<file path="src/rtl/reindeer_trap_controller_pkg.sv">
// reindeer_trap_controller_pkg: shared machine-mode CSR addresses, trap FSM states, cause codes and mtvec modes.
package reindeer_trap_controller_pkg;
    localparam logic [11:0] CSR_MSTATUS = 12'h300;
    localparam logic [11:0] CSR_MIE     = 12'h304;
    localparam logic [11:0] CSR_MTVEC   = 12'h305;
    localparam logic [11:0] CSR_MEPC    = 12'h341;
    localparam logic [11:0] CSR_MCAUSE  = 12'h342;
    localparam logic [11:0] CSR_MTVAL   = 12'h343;
    localparam logic [11:0] CSR_MIP     = 12'h344;
    typedef enum logic [1:0] {IDLE, ENTER, RETURN, REDIRECT} trap_state_t;
    localparam int CAUSE_M_TIMER_INT = 7;
    localparam int CAUSE_M_EXT_INT   = 11;
    localparam logic [1:0] MTVEC_MODE_DIRECT   = 2'b00;
    localparam logic [1:0] MTVEC_MODE_VECTORED = 2'b01;
endpackage

</file>
<file path="src/rtl/reindeer_trap_target.sv">
// reindeer_trap_target: combinational redirect target for trap entry (direct/vectored mtvec) or MRET (mepc).
module reindeer_trap_target
    import reindeer_trap_controller_pkg::*;
#(
    parameter int PC_BITWIDTH         = 32,
    parameter int EXCEPTION_CODE_BITS = 4
) (
    input  logic [PC_BITWIDTH-1:0]         mtvec_i,
    input  logic [PC_BITWIDTH-1:0]         mepc_i,
    input  logic                           is_mret_i,
    input  logic                           is_interrupt_i,
    input  logic [EXCEPTION_CODE_BITS-1:0] code_i,
    output logic [PC_BITWIDTH-1:0]         target_o
);
    logic [PC_BITWIDTH-1:0] base;
    always_comb begin
        base     = mtvec_i & ~PC_BITWIDTH'(3);
        target_o = is_mret_i ? (mepc_i & ~PC_BITWIDTH'(1))
                 : (mtvec_i[1:0] == MTVEC_MODE_VECTORED && is_interrupt_i) ? base + (PC_BITWIDTH'(code_i) << 2)
                 : base;
    end
endmodule

</file>
<file path="src/rtl/reindeer_trap_controller.sv">
// reindeer_trap_controller: machine-mode trap entry / MRET sequencer; captures cause state for the CSR file
// and holds a redirect to fetch until it is acknowledged.
module reindeer_trap_controller
    import reindeer_trap_controller_pkg::*;
#(
    parameter int PC_BITWIDTH         = 32,
    parameter int EXCEPTION_CODE_BITS = 4
) (
    input  logic                           clk,
    input  logic                           reset,
    input  logic                           exception_req,
    input  logic [EXCEPTION_CODE_BITS-1:0] exception_code_in,
    input  logic [PC_BITWIDTH-1:0]         exception_pc_in,
    input  logic [PC_BITWIDTH-1:0]         exception_addr_in,
    input  logic [PC_BITWIDTH-1:0]         next_pc,
    input  logic                           int_window,
    input  logic                           mtip,
    input  logic                           meip,
    input  logic                           mtie,
    input  logic                           meie,
    input  logic                           mie,
    input  logic [PC_BITWIDTH-1:0]         mtvec,
    input  logic [PC_BITWIDTH-1:0]         mepc,
    input  logic                           mret_req,
    input  logic                           redirect_ack,
    output logic                           activate_exception,
    output logic                           is_interrupt,
    output logic [EXCEPTION_CODE_BITS-1:0] exception_code,
    output logic [PC_BITWIDTH-1:0]         exception_PC,
    output logic [PC_BITWIDTH-1:0]         exception_addr,
    output logic                           trap_ack,
    output logic                           mie_clear,
    output logic                           mret_active,
    output logic                           redirect_valid,
    output logic [PC_BITWIDTH-1:0]         redirect_pc,
    output logic                           busy
);
    trap_state_t                    state_q;
    logic                           activate_q, is_interrupt_q, trap_ack_q, mie_clear_q, mret_active_q, redirect_valid_q;
    logic [EXCEPTION_CODE_BITS-1:0] code_q;
    logic [PC_BITWIDTH-1:0]         pc_q, addr_q, redirect_pc_q, redirect_pc_d;
    logic                           ext_ok, tmr_ok;

    assign ext_ok = meip & meie & mie & int_window;
    assign tmr_ok = mtip & mtie & mie & int_window;

    reindeer_trap_target #(
        .PC_BITWIDTH        (PC_BITWIDTH),
        .EXCEPTION_CODE_BITS(EXCEPTION_CODE_BITS)
    ) u_target (
        .mtvec_i       (mtvec),
        .mepc_i        (mepc),
        .is_mret_i     (state_q == RETURN),
        .is_interrupt_i(is_interrupt_q),
        .code_i        (code_q),
        .target_o      (redirect_pc_d)
    );

    // Strobes default low every cycle; the captured cause fields hold until the next trap.
    always_ff @(posedge clk or posedge reset) begin
        if (reset) begin
            state_q          <= IDLE;
            activate_q       <= 1'b0;
            is_interrupt_q   <= 1'b0;
            trap_ack_q       <= 1'b0;
            mie_clear_q      <= 1'b0;
            mret_active_q    <= 1'b0;
            redirect_valid_q <= 1'b0;
            code_q           <= '0;
            pc_q             <= '0;
            addr_q           <= '0;
            redirect_pc_q    <= '0;
        end else begin
            activate_q     <= 1'b0;
            is_interrupt_q <= 1'b0;
            trap_ack_q     <= 1'b0;
            mie_clear_q    <= 1'b0;
            mret_active_q  <= 1'b0;
            case (state_q)
                IDLE: begin
                    if (exception_req) begin
                        state_q     <= ENTER;
                        activate_q  <= 1'b1;
                        trap_ack_q  <= 1'b1;
                        mie_clear_q <= 1'b1;
                        code_q      <= exception_code_in;
                        pc_q        <= exception_pc_in;
                        addr_q      <= exception_addr_in;
                    end else if (mret_req) begin
                        state_q       <= RETURN;
                        mret_active_q <= 1'b1;
                        trap_ack_q    <= 1'b1;
                    end else if (ext_ok || tmr_ok) begin
                        state_q        <= ENTER;
                        activate_q     <= 1'b1;
                        is_interrupt_q <= 1'b1;
                        trap_ack_q     <= 1'b1;
                        mie_clear_q    <= 1'b1;
                        code_q         <= ext_ok ? EXCEPTION_CODE_BITS'(CAUSE_M_EXT_INT)
                                                 : EXCEPTION_CODE_BITS'(CAUSE_M_TIMER_INT);
                        pc_q           <= next_pc;
                        addr_q         <= '0;
                    end
                end
                ENTER, RETURN: begin
                    state_q          <= REDIRECT;
                    redirect_valid_q <= 1'b1;
                    redirect_pc_q    <= redirect_pc_d;
                end
                REDIRECT: begin
                    if (redirect_ack) begin
                        state_q          <= IDLE;
                        redirect_valid_q <= 1'b0;
                    end
                end
                default: state_q <= IDLE;
            endcase
        end
    end

    assign activate_exception = activate_q;
    assign is_interrupt       = is_interrupt_q;
    assign exception_code     = code_q;
    assign exception_PC       = pc_q;
    assign exception_addr     = addr_q;
    assign trap_ack           = trap_ack_q;
    assign mie_clear          = mie_clear_q;
    assign mret_active        = mret_active_q;
    assign redirect_valid     = redirect_valid_q;
    assign redirect_pc        = redirect_pc_q;
    assign busy               = state_q != IDLE;
endmodule

</file>
<file path="config.mk">
export PLATFORM = sky130hd
export DESIGN_NAME = reindeer_trap_controller
export DESIGN_NICKNAME = d
export VERILOG_FILES = /design/src/rtl/reindeer_trap_controller_pkg.sv /design/src/rtl/reindeer_trap_target.sv /design/src/rtl/reindeer_trap_controller.sv
export SDC_FILE = /design/constraint.sdc
export NUM_CORES = 1
export LEC_CHECK = 0
export ABC_AREA = 1
export BUFFER_PORTS_ARGS = -buffer_cell sky130_fd_sc_hd__buf_2
export CORE_MARGIN = 10
export CORE_UTILIZATION = 30
export DETAILED_ROUTE_END_ITERATION = 12
export GPL_TIMING_DRIVEN = 0
export PLACE_DENSITY_LB_ADDON = 0.05
export SYNTH_ARGS = -nofsm -noshare
export SYNTH_HDL_FRONTEND = slang
export SYNTH_HIERARCHICAL = 1
export SYNTH_SLANG_ARGS = --single-unit
</file>
<file path="constraint.sdc">
create_clock -name clk -period 4 [get_ports clk]
set_clock_uncertainty 0.2 [all_clocks]
set_input_delay 0.6 -clock clk [delete_from_list [all_inputs] [get_ports clk]]
set_output_delay 0.6 -clock clk [all_outputs]
set_load 0.03 [all_outputs]
</file>
==> flow_metrics.tcl, run 1 <==
set metrics [dict create \
    synthCells 820 \
    mappedNetlistNets 1004 \
    setup_ws_ns 1.56 \
    synth_edf_count 0 \
    clk_pin_slew_ns 0.09 \
    dpl.hpwl_mm 18.6 \
    powerDensity_mw_per_mm2 758 \
    synthFlopType "dfrtp_1" \
    die_h_um 163 \
    netlist_area_mm2 0.00615 \
    coreArea_mm2 0.0202 \
    whs_ns 0.231 \
    synthTopCellsByArea "dfrtp_1, nand2_1, nand3_1, mux2_2, nor2_1" \
    grt_max_degree 83 \
    path_class "reg -> reg" \
    post_synth_num_cell_types 38 \
    synthXorXnorAreaFrac 0.0128 \
    postCtsSetupBuffers 0 \
    overflow 0 \
    via_per_inst 4.41 \
    post_cts_resized 0 \
    post-route-drc-count 0 \
    drt_iter0_drc 282 \
    start_kind "register" \
    holdPathEnd "exception_addr[1]" \
    insertion_delay_ns 0.35 \
    fin_crit_ns 2.44 \
    wl_per_cell_um 16.7 \
    vias 6132 \
    yosys-top-cells-count "nand2_1, dfrtp_1, nand3_1" \
    r2r_start "exception_code[0]" \
    synth_compound_area_frac 0.0238 \
    tightest_slew_ns 0.640 \
    synth_mux_area_frac 0.0586 \
    seq_area_frac_synth 0.435 \
    root_buffer "clkbuf_16" \
    rsz0062_at_grt "false" \
    ys_seq_elements 107 \
    rr_endpoint "redirect_pc[12]" \
    synthMostInstantiatedCell "nand2_1" \
    cts_max_level 3 \
    crit_arrival_ns 2.49 \
    finalHoldViolations 0 \
    antenna_found_initial 3 \
    pre_cts_slack_ns 1.24 \
    fp-row-count 52 \
    synth.avg_cell_area_um2 7.50 \
    period_share 0.611 \
    startpoint "exception_code[0]" \
    gp_congestion 0.840 \
    port_buffers 280 \
    clock-sinks 107 \
    crit_required_ns 4.04 \
    relSlewSlack 0.573 \
    synth_top_cell_by_area "dfrtp_1" \
    drtAntennaViolNets 0 \
    dr.pass1.iters 4 \
    cts_tree "done" \
    ff2ff_setup_slack_ns 1.56 \
    worstHoldStart "exception_addr_in[1]" \
    die_area_mm2 0.0266 \
    drv_cap 0 \
    drt-total-wl_mm 23.2 \
    synth_top_family_by_area "simple AND/OR/NAND/NOR gates" \
    peakVddDrop_uv 330 \
    hold_path_class "in -> reg" \
    synthAdderAreaFrac 0.0195 \
    area_growth_pct 34.0 \
    cts_buffer_depth 2 \
    hold_depth 3 \
    path_max_fanout 5 \
    yosysWarnings 6 \
    r2r_cells 10 \
    end_kind "register" \
    max_freq_mhz 409 \
    synthArstFlopShare 1.00 \
    cts_made_buffers 9 \
    drv_slew 0 \
    grt_pass1_wl_mm 36.1 \
    p_leak_uw 0.00462 \
    grt_pass1_vias 6495 \
    grt_usage 0.172 \
    layout-drive-gt1-share 0.348 \
    nets 1297 \
    die_w_um 163 \
    initial_core_util 0.305 \
    status "finished clean" \
    finalSetupViolCount 0 \
    cts.hold.buffers_added 1 \
    yosysTopAreaCellShare 0.435 \
    yosys.area_share.simple 0.385 \
    fillerInstances 2207 \
    num_io_pins 282 \
]
-- critical path: stages (launching register included) --
cell and delay (ns):
dfrtp_1 0.42, ha_1 0.22, fa_1 0.39, nand2_1 0.10, nand2_1 0.13, nand4_2 0.16
nor2_4 0.06, or2_2 0.27, nand3_1 0.07, nand2_1 0.06, mux2_2 0.25
-- final cells by class --
class	instances	area, um2	area share
antenna	1	2.50	0.000304
sequential	107	2680	0.325
clock inverter	7	82.6	0.0100
buffer	40	228	0.0276
inverter	43	169	0.0205
timing repair buffer	282	1440	0.175
clock buffer	9	225	0.0273
multi-input combinational	630	3080	0.374
tap	270	338	0.0410
-- power breakdown --
group          total [uW]  leakage [uW]  switching [uW]  internal, uW
Combinational        3420       0.00316            2290          1130
Clock                 960      0.000145             462           499
Sequential           1860       0.00132             267          1590
-- kinds of logic after synthesis --
kind of cell    count (synthesis)
flops                         107
simple gates                  553
mux                            32
other cells                     1
buf+inv                        83
xor+xnor                        9
fa+ha+maj                       9
compound gates                 26
-- layer usage --
metal | GRT usage | share of wire | wire, um
met4 | 0.0463 | 0.015 | 344
met2 | 0.291 | 0.49 | 11400
met1 | 0.200 | 0.41 | 9540
met5 | 0 | 0.0016 | 38
met3 | 0.0624 | 0.082 | 1910
-- stage by stage --
| stage | total power, uW | area [um2] | setup TNS (ns) | utilization | cells |
|---|---|---|---|---|---|
| after floorplan | 4230 | 6150 | 0 | - | 820 |
| after global placement | 5360 | 7890 | -141.17 | 0.391 | 1370 |
| after detailed placement | 5380 | 7920 | 0 | 0.393 | 1371 |
| after CTS | 6370 | 8240 | 0 | 0.408 | 1388 |
| after global routing | 6730 | 8240 | 0 | 0.408 | 1388 |
| final | 6240 | 8240 | 0 | 0.409 | 1389 |
-- flip-flops by register name (all words and copies together), names as in the netlist --
| name | count |
|---|---|
| mie_clear | 1 |
| trap_ack | 1 |
| exception_addr | 32 |
| mret_active | 1 |
| is_interrupt | 1 |
| state_q | 2 |
| exception_PC | 32 |
| redirect_valid | 1 |
| redirect_pc | 32 |
| exception_code | 4 |
-- cells in the final DEF, fill, tap and decap left out, types with 5 or more instances in the layout --
cell type | synthesis | final
nor2_2 | 7 | 7
clkbuf_1 | 12 | 12
inv_1 | 37 | 36
o21ai_0 | 10 | 10
nand2_1 | 380 | 380
dfrtp_1 | 107 | 107
clkbuf_16 | 0 | 9
o21ai_1 | 5 | 5
nand3_1 | 92 | 92
xor2_1 | 7 | 7
ha_1 | 8 | 8
mux2_2 | 32 | 32
buf_2 | 17 | 297
nand4_1 | 8 | 8
nor2_1 | 40 | 40
buf_4 | 7 | 7
-- worst max-delay path by stage --
| stage | end | slack [ns] |
|---|---|---|
| floorplan | exception_PC[0] | 0.38 |
| global placement | exception_PC[15] | -1.33 |
| detailed placement | redirect_pc[12] | 1.24 |
| CTS | redirect_pc[18] | 1.53 |
| global route | redirect_pc[24] | 1.37 |
| finish | redirect_pc[12] | 1.56 |
Note: power is estimated with default switching activity, not from simulation.
==> inputs of run 2 (changes only) <==
Clock period 4 ns to 2.4 ns, I/O delays scaled along.
==> flow_metrics.tcl, run 2 (same netlist as run 1, synthesis figures left out) <==
set metrics [dict create \
    dr.pass1.iters 4 \
    p_int_uw 5350 \
    drv_slew 0 \
    clk_pin_slew_ns 0.09 \
    cts_max_level 3 \
    tightest_slew_ns 0.614 \
    fillerInstances 2155 \
    grt_pass1_vias 6641 \
    path_max_fanout 8 \
    cts_made_buffers 9 \
    grt_max_degree 38 \
    seqCellArea_mm2 0.00268 \
    coreArea_mm2 0.0202 \
    multiInputGateArea_mm2 0.00312 \
    finalHoldViolations 0 \
    path_class "reg -> reg" \
    rsz0062_at_grt "false" \
    antenna_found_initial 1 \
    drt-total-wl_mm 23.5 \
    fin_area_mm2 0.00858 \
    drtAntennaViolNets 0 \
    power.switching_uw 5130 \
    clock-sinks 107 \
    slowest_stage "dfrtp_1" \
    cts_tree "done" \
    peakVddDrop_uv 421 \
    setup_ws_ns 0.0998 \
    drv_cap 0 \
    layout_common_cells "nand2_1, buf_2, dfrtp_1" \
    end_kind "register" \
    post-route-drc-count 0 \
    initial_core_util 0.305 \
    final.setup.tns_ns 0 \
    antenna-diode-count 0 \
    dpl.hpwl_mm 18.9 \
    p_leak_uw 0.00475 \
    pre_cts_slack_ns -0.128 \
    status "finished clean" \
    cts_buffer_depth 2 \
    nets 1326 \
    num_io_pins 282 \
    grt_pass1_wl_mm 36.5 \
    grt_usage 0.173 \
    root_buffer "clkbuf_16" \
    start_kind "register" \
    fin_crit_ns 2.30 \
    wl_per_cell_um 16.6 \
    totalPowerFinal_uw 10500 \
    comb_power_share 0.555 \
    period_share 0.958 \
    max_freq_mhz 435 \
    cpPeakStageDelay_ns 0.42 \
    crit_chain "ha_1, inv_1, nand2_1, nand3_2, nand2_4, nand3_2, nor2_2, nand3_1, nand3_1, nand2_1, mux2_2" \
    die_area_mm2 0.0266 \
    hold_path_class "in -> reg" \
    clkPwrFrac 0.149 \
    relSlewSlack 0.590 \
    final_common_cell "nand2_1" \
    insertion_delay_ns 0.35 \
    crit_arrival_ns 2.35 \
    overflow 0 \
    seqPwrFrac 0.296 \
    crit_required_ns 2.45 \
    fp-row-count 52 \
    critPathTopFamily "simple AND/OR/NAND/NOR gates" \
    vias 6316 \
    finalSetupViolCount 0 \
    whs_ns 0.0174 \
    layout-drive-gt1-share 0.348 \
    die_w_um 163 \
    port_buffers 280 \
    die_h_um 163 \
    crit_buf_inv 1 \
    drt_iter0_drc 265 \
    postPlaceCellArea_mm2 0.00795 \
    powerDensity_mw_per_mm2 1220 \
    swShare 0.489 \
    gp_congestion 0.840 \
    area_growth_pct 39.5 \
    via_per_inst 4.46 \
]
-- run 2: changes by cell type in the layout (fill, tap and decap cells not counted), sizes merged --
cell         previous run  this run
clkinvlp                2         1
buf                   309       312
diode                   1         0
bufinv                  1         0
dlygate4sd3             1        27
inv                    45        42
clkinv                  2         7
-- run 2: worst paths after layout --
path,from,endpoint,slack [ns],cells after the start
worst max-delay path,exception_code[2],redirect_pc[27],0.1,11
worst min-delay path,exception_addr_in[30],exception_addr[30],0.02,3
worst max register to register,exception_code[2],redirect_pc[27],0.1,11
worst min register to register,exception_addr[13],exception_addr[13],0.30,2
max in group asynchronous,reset,exception_PC[8],0.77,5
min in group asynchronous,reset,redirect_pc[1],0.42,3
-- run 2: final cells by class --
| cell class | instances | share of cell area |
|---|---|---|
| clock buffer | 9 | 0.0263 |
| multi-input combinational | 630 | 0.364 |
| inverter | 43 | 0.0195 |
| buffer | 40 | 0.0265 |
| sequential | 107 | 0.312 |
| clock inverter | 7 | 0.00977 |
| timing repair buffer | 311 | 0.203 |
| tap | 270 | 0.0394 |
-- run 2: power groups by stage --
stage,Clock [uW],Combinational (uW),Sequential (uW)
after global routing,1700,6370,3220
after detailed placement,0,5860,3130
final,1560,5820,3100
after global placement,0,5820,3120
after floorplan,0,2310,4730
after CTS,1620,5930,3120
-- run 2: repair_timing --
item / in CTS / in global routing
pin swaps: 0 / 1
setup endpoints to repair: 7 / 9
endpoints found under the hold margin: 48 / 0
hold buffers: 27 / 0
buffers inserted: 1 / 0
gates resized for setup: 4 / 6
cloned: 0 / 0
-- run 2: through the flow --
stage / utilization / instances
2_1_floorplan: - / 820
4_1_cts: 0.424 / 1417
6_report: 0.425 / 1417
3_3_place_gp: 0.391 / 1370
3_5_place_dp: 0.394 / 1373
5_1_grt: 0.425 / 1417
-- run 2: routing by layer --
layer | part of all wire | track usage | vias up
met3 | 0.081 | 0.0586 | 18
li1 | - | - | 3240
met1 | 0.42 | 0.206 | 2858
met5 | 0.00055 | 0 | -
met4 | 0.012 | 0.0418 | 2
met2 | 0.49 | 0.294 | 198
-- run 2: worst min-delay path, cell delays in order --
cell	delay (ns)
buf_2	0.08
nand2_1	0.04
nand2_1	0.05
==> inputs of run 3 (changes only) <==
Settings changed: MAX_ROUTING_LAYER from default to met4.
==> flow_metrics.tcl, run 3 (same netlist as run 1, synthesis figures left out) <==
set metrics [dict create \
    crit_arrival_ns 2.34 \
    status "finished clean" \
    path_class "reg -> reg" \
    cts_tree "done" \
    clock-sinks 107 \
    post-route-drc-count 0 \
    grt_pass1_wl_mm 36.4 \
    antenna_found_initial 1 \
    drt-total-wl_mm 23.5 \
    rsz0062_at_grt "false" \
    relSlewSlack 0.594 \
    max_freq_mhz 437 \
    layout_common_cells "nand2_1, buf_2, dfrtp_1" \
    whs_ns 0.0119 \
    dpl.hpwl_mm 18.9 \
    gp_congestion 0.853 \
    cts_max_level 3 \
    finalSetupViolCount 0 \
    crit_required_ns 2.45 \
    seqPwrFrac 0.296 \
    die_area_mm2 0.0266 \
    drv_slew 0 \
    grt_max_degree 38 \
    drv_cap 0 \
    hold_path_class "in -> reg" \
    wl_per_cell_um 16.6 \
    die_h_um 163 \
    p_int_uw 5350 \
    grt_usage 0.178 \
    area_growth_pct 39.5 \
    utilization 0.425 \
    clk_pin_slew_ns 0.08 \
    overflow 0 \
    grt_pass1_vias 6677 \
    die_w_um 163 \
    comb_power_share 0.555 \
    cts_made_buffers 9 \
    period_share 0.954 \
    insertion_delay_ns 0.36 \
    start_kind "register" \
    root_buffer "clkbuf_16" \
    p_leak_uw 0.00475 \
    peakVddDrop_uv 421 \
    initial_core_util 0.305 \
    layout-drive-gt1-share 0.347 \
    nets 1326 \
    clkPwrFrac 0.148 \
    dr.pass1.iters 4 \
    fp-row-count 52 \
    fin_crit_ns 2.29 \
    path_max_fanout 8 \
    num_io_pins 282 \
    swShare 0.489 \
    drt_iter0_drc 237 \
    coreArea_mm2 0.0202 \
    port_buffers 280 \
    vias 6319 \
    drtAntennaViolNets 0 \
    power.switching_uw 5120 \
    fillerInstances 2155 \
    end_kind "register" \
    tightest_slew_ns 0.608 \
    cts_buffer_depth 2 \
    powerDensity_mw_per_mm2 1220 \
    final_common_cell "nand2_1" \
    finalHoldViolations 0 \
    via_per_inst 4.46 \
]
[run 3: cell count changes in the layout (fill, tap and decap cells not counted)]
cell | before | now
diode_2 | 0 | 1
nor2_1 | 39 | 40
nor2_2 | 8 | 7
[run 3: power groups by stage]
stage | clock network [uW] | registers (uW) | logic (uW)
global placement | 0 | 3120 | 5820
detailed placement | 0 | 3130 | 5860
CTS | 1620 | 3120 | 5930
finish | 1550 | 3100 | 5820
floorplan | 0 | 4730 | 2310
global route | 1700 | 3220 | 6370
[run 3: area by class of cell]
class                           count  area, um2  share of cell area
Multi-Input combinational cell    630       3120               0.363
Antenna cell                        1       2.50            0.000292
Sequential cell                   107       2680               0.312
Clock inverter                      7       83.8             0.00977
Timing Repair Buffer              311       1740               0.203
Buffer                             40        228              0.0265
Clock buffer                        9        225              0.0263
Tap cell                          270        338              0.0394
Inverter                           43        168              0.0195
[run 3: layer usage]
metal  vias to the layer above  global-route usage  wire, um
li1                       3241                   -         -
met1                      2887               0.212     10100
met2                       175               0.294     11500
met3                        16              0.0493      1590
met4                         0              0.0418       286
met5                         -                   -         0
[run 3: path summary, 6_finish.rpt]
check                      slack (ns)            endpoint                   from  cells past startpoint
setup reg to reg                 0.11     redirect_pc[27]      exception_code[2]                     11
hold reg to reg                  0.30  exception_addr[28]     exception_addr[28]                      2
setup / recovery                 0.11     redirect_pc[27]      exception_code[2]                     11
max in group asynchronous        0.78     exception_PC[8]                  reset                      5
hold / removal                   0.01  exception_addr[15]  exception_addr_in[15]                      3
min in group asynchronous        0.42      redirect_pc[1]                  reset                      3
[run 3: through the flow]
step                instances  setup TNS [ns]  total power, uW  setup slack (ns)  area [um2]
floorplan                 820               0             7040           0.00282        6150
global placement         1370          -44.51             8950            -0.423        7890
detailed placement       1373          -0.729             9000            -0.128        7950
CTS                      1417               0            10700            0.0471        8550
global route             1418               0            11300           0.00197        8580
finish                   1418               0            10500             0.109        8580
[run 3: repair_timing]
action / 4_1_cts / 5_1_grt
endpoints found under the hold margin: 48 / 0
setup endpoints to repair: 7 / 9
pin swaps: 0 / 1
hold buffers: 27 / 0
setup buffers: 1 / 0
resized for setup: 4 / 5
[run 3: critical path: stages (launching register included)]
cell and delay, ns:
dfrtp_1 0.42, ha_1 0.34, inv_1 0.05, nand2_1 0.14, nand3_2 0.12, nand2_4 0.12
nand3_2 0.12, nor2_2 0.18, nand3_1 0.09, nand3_1 0.12, nand2_1 0.06, mux2_2 0.26
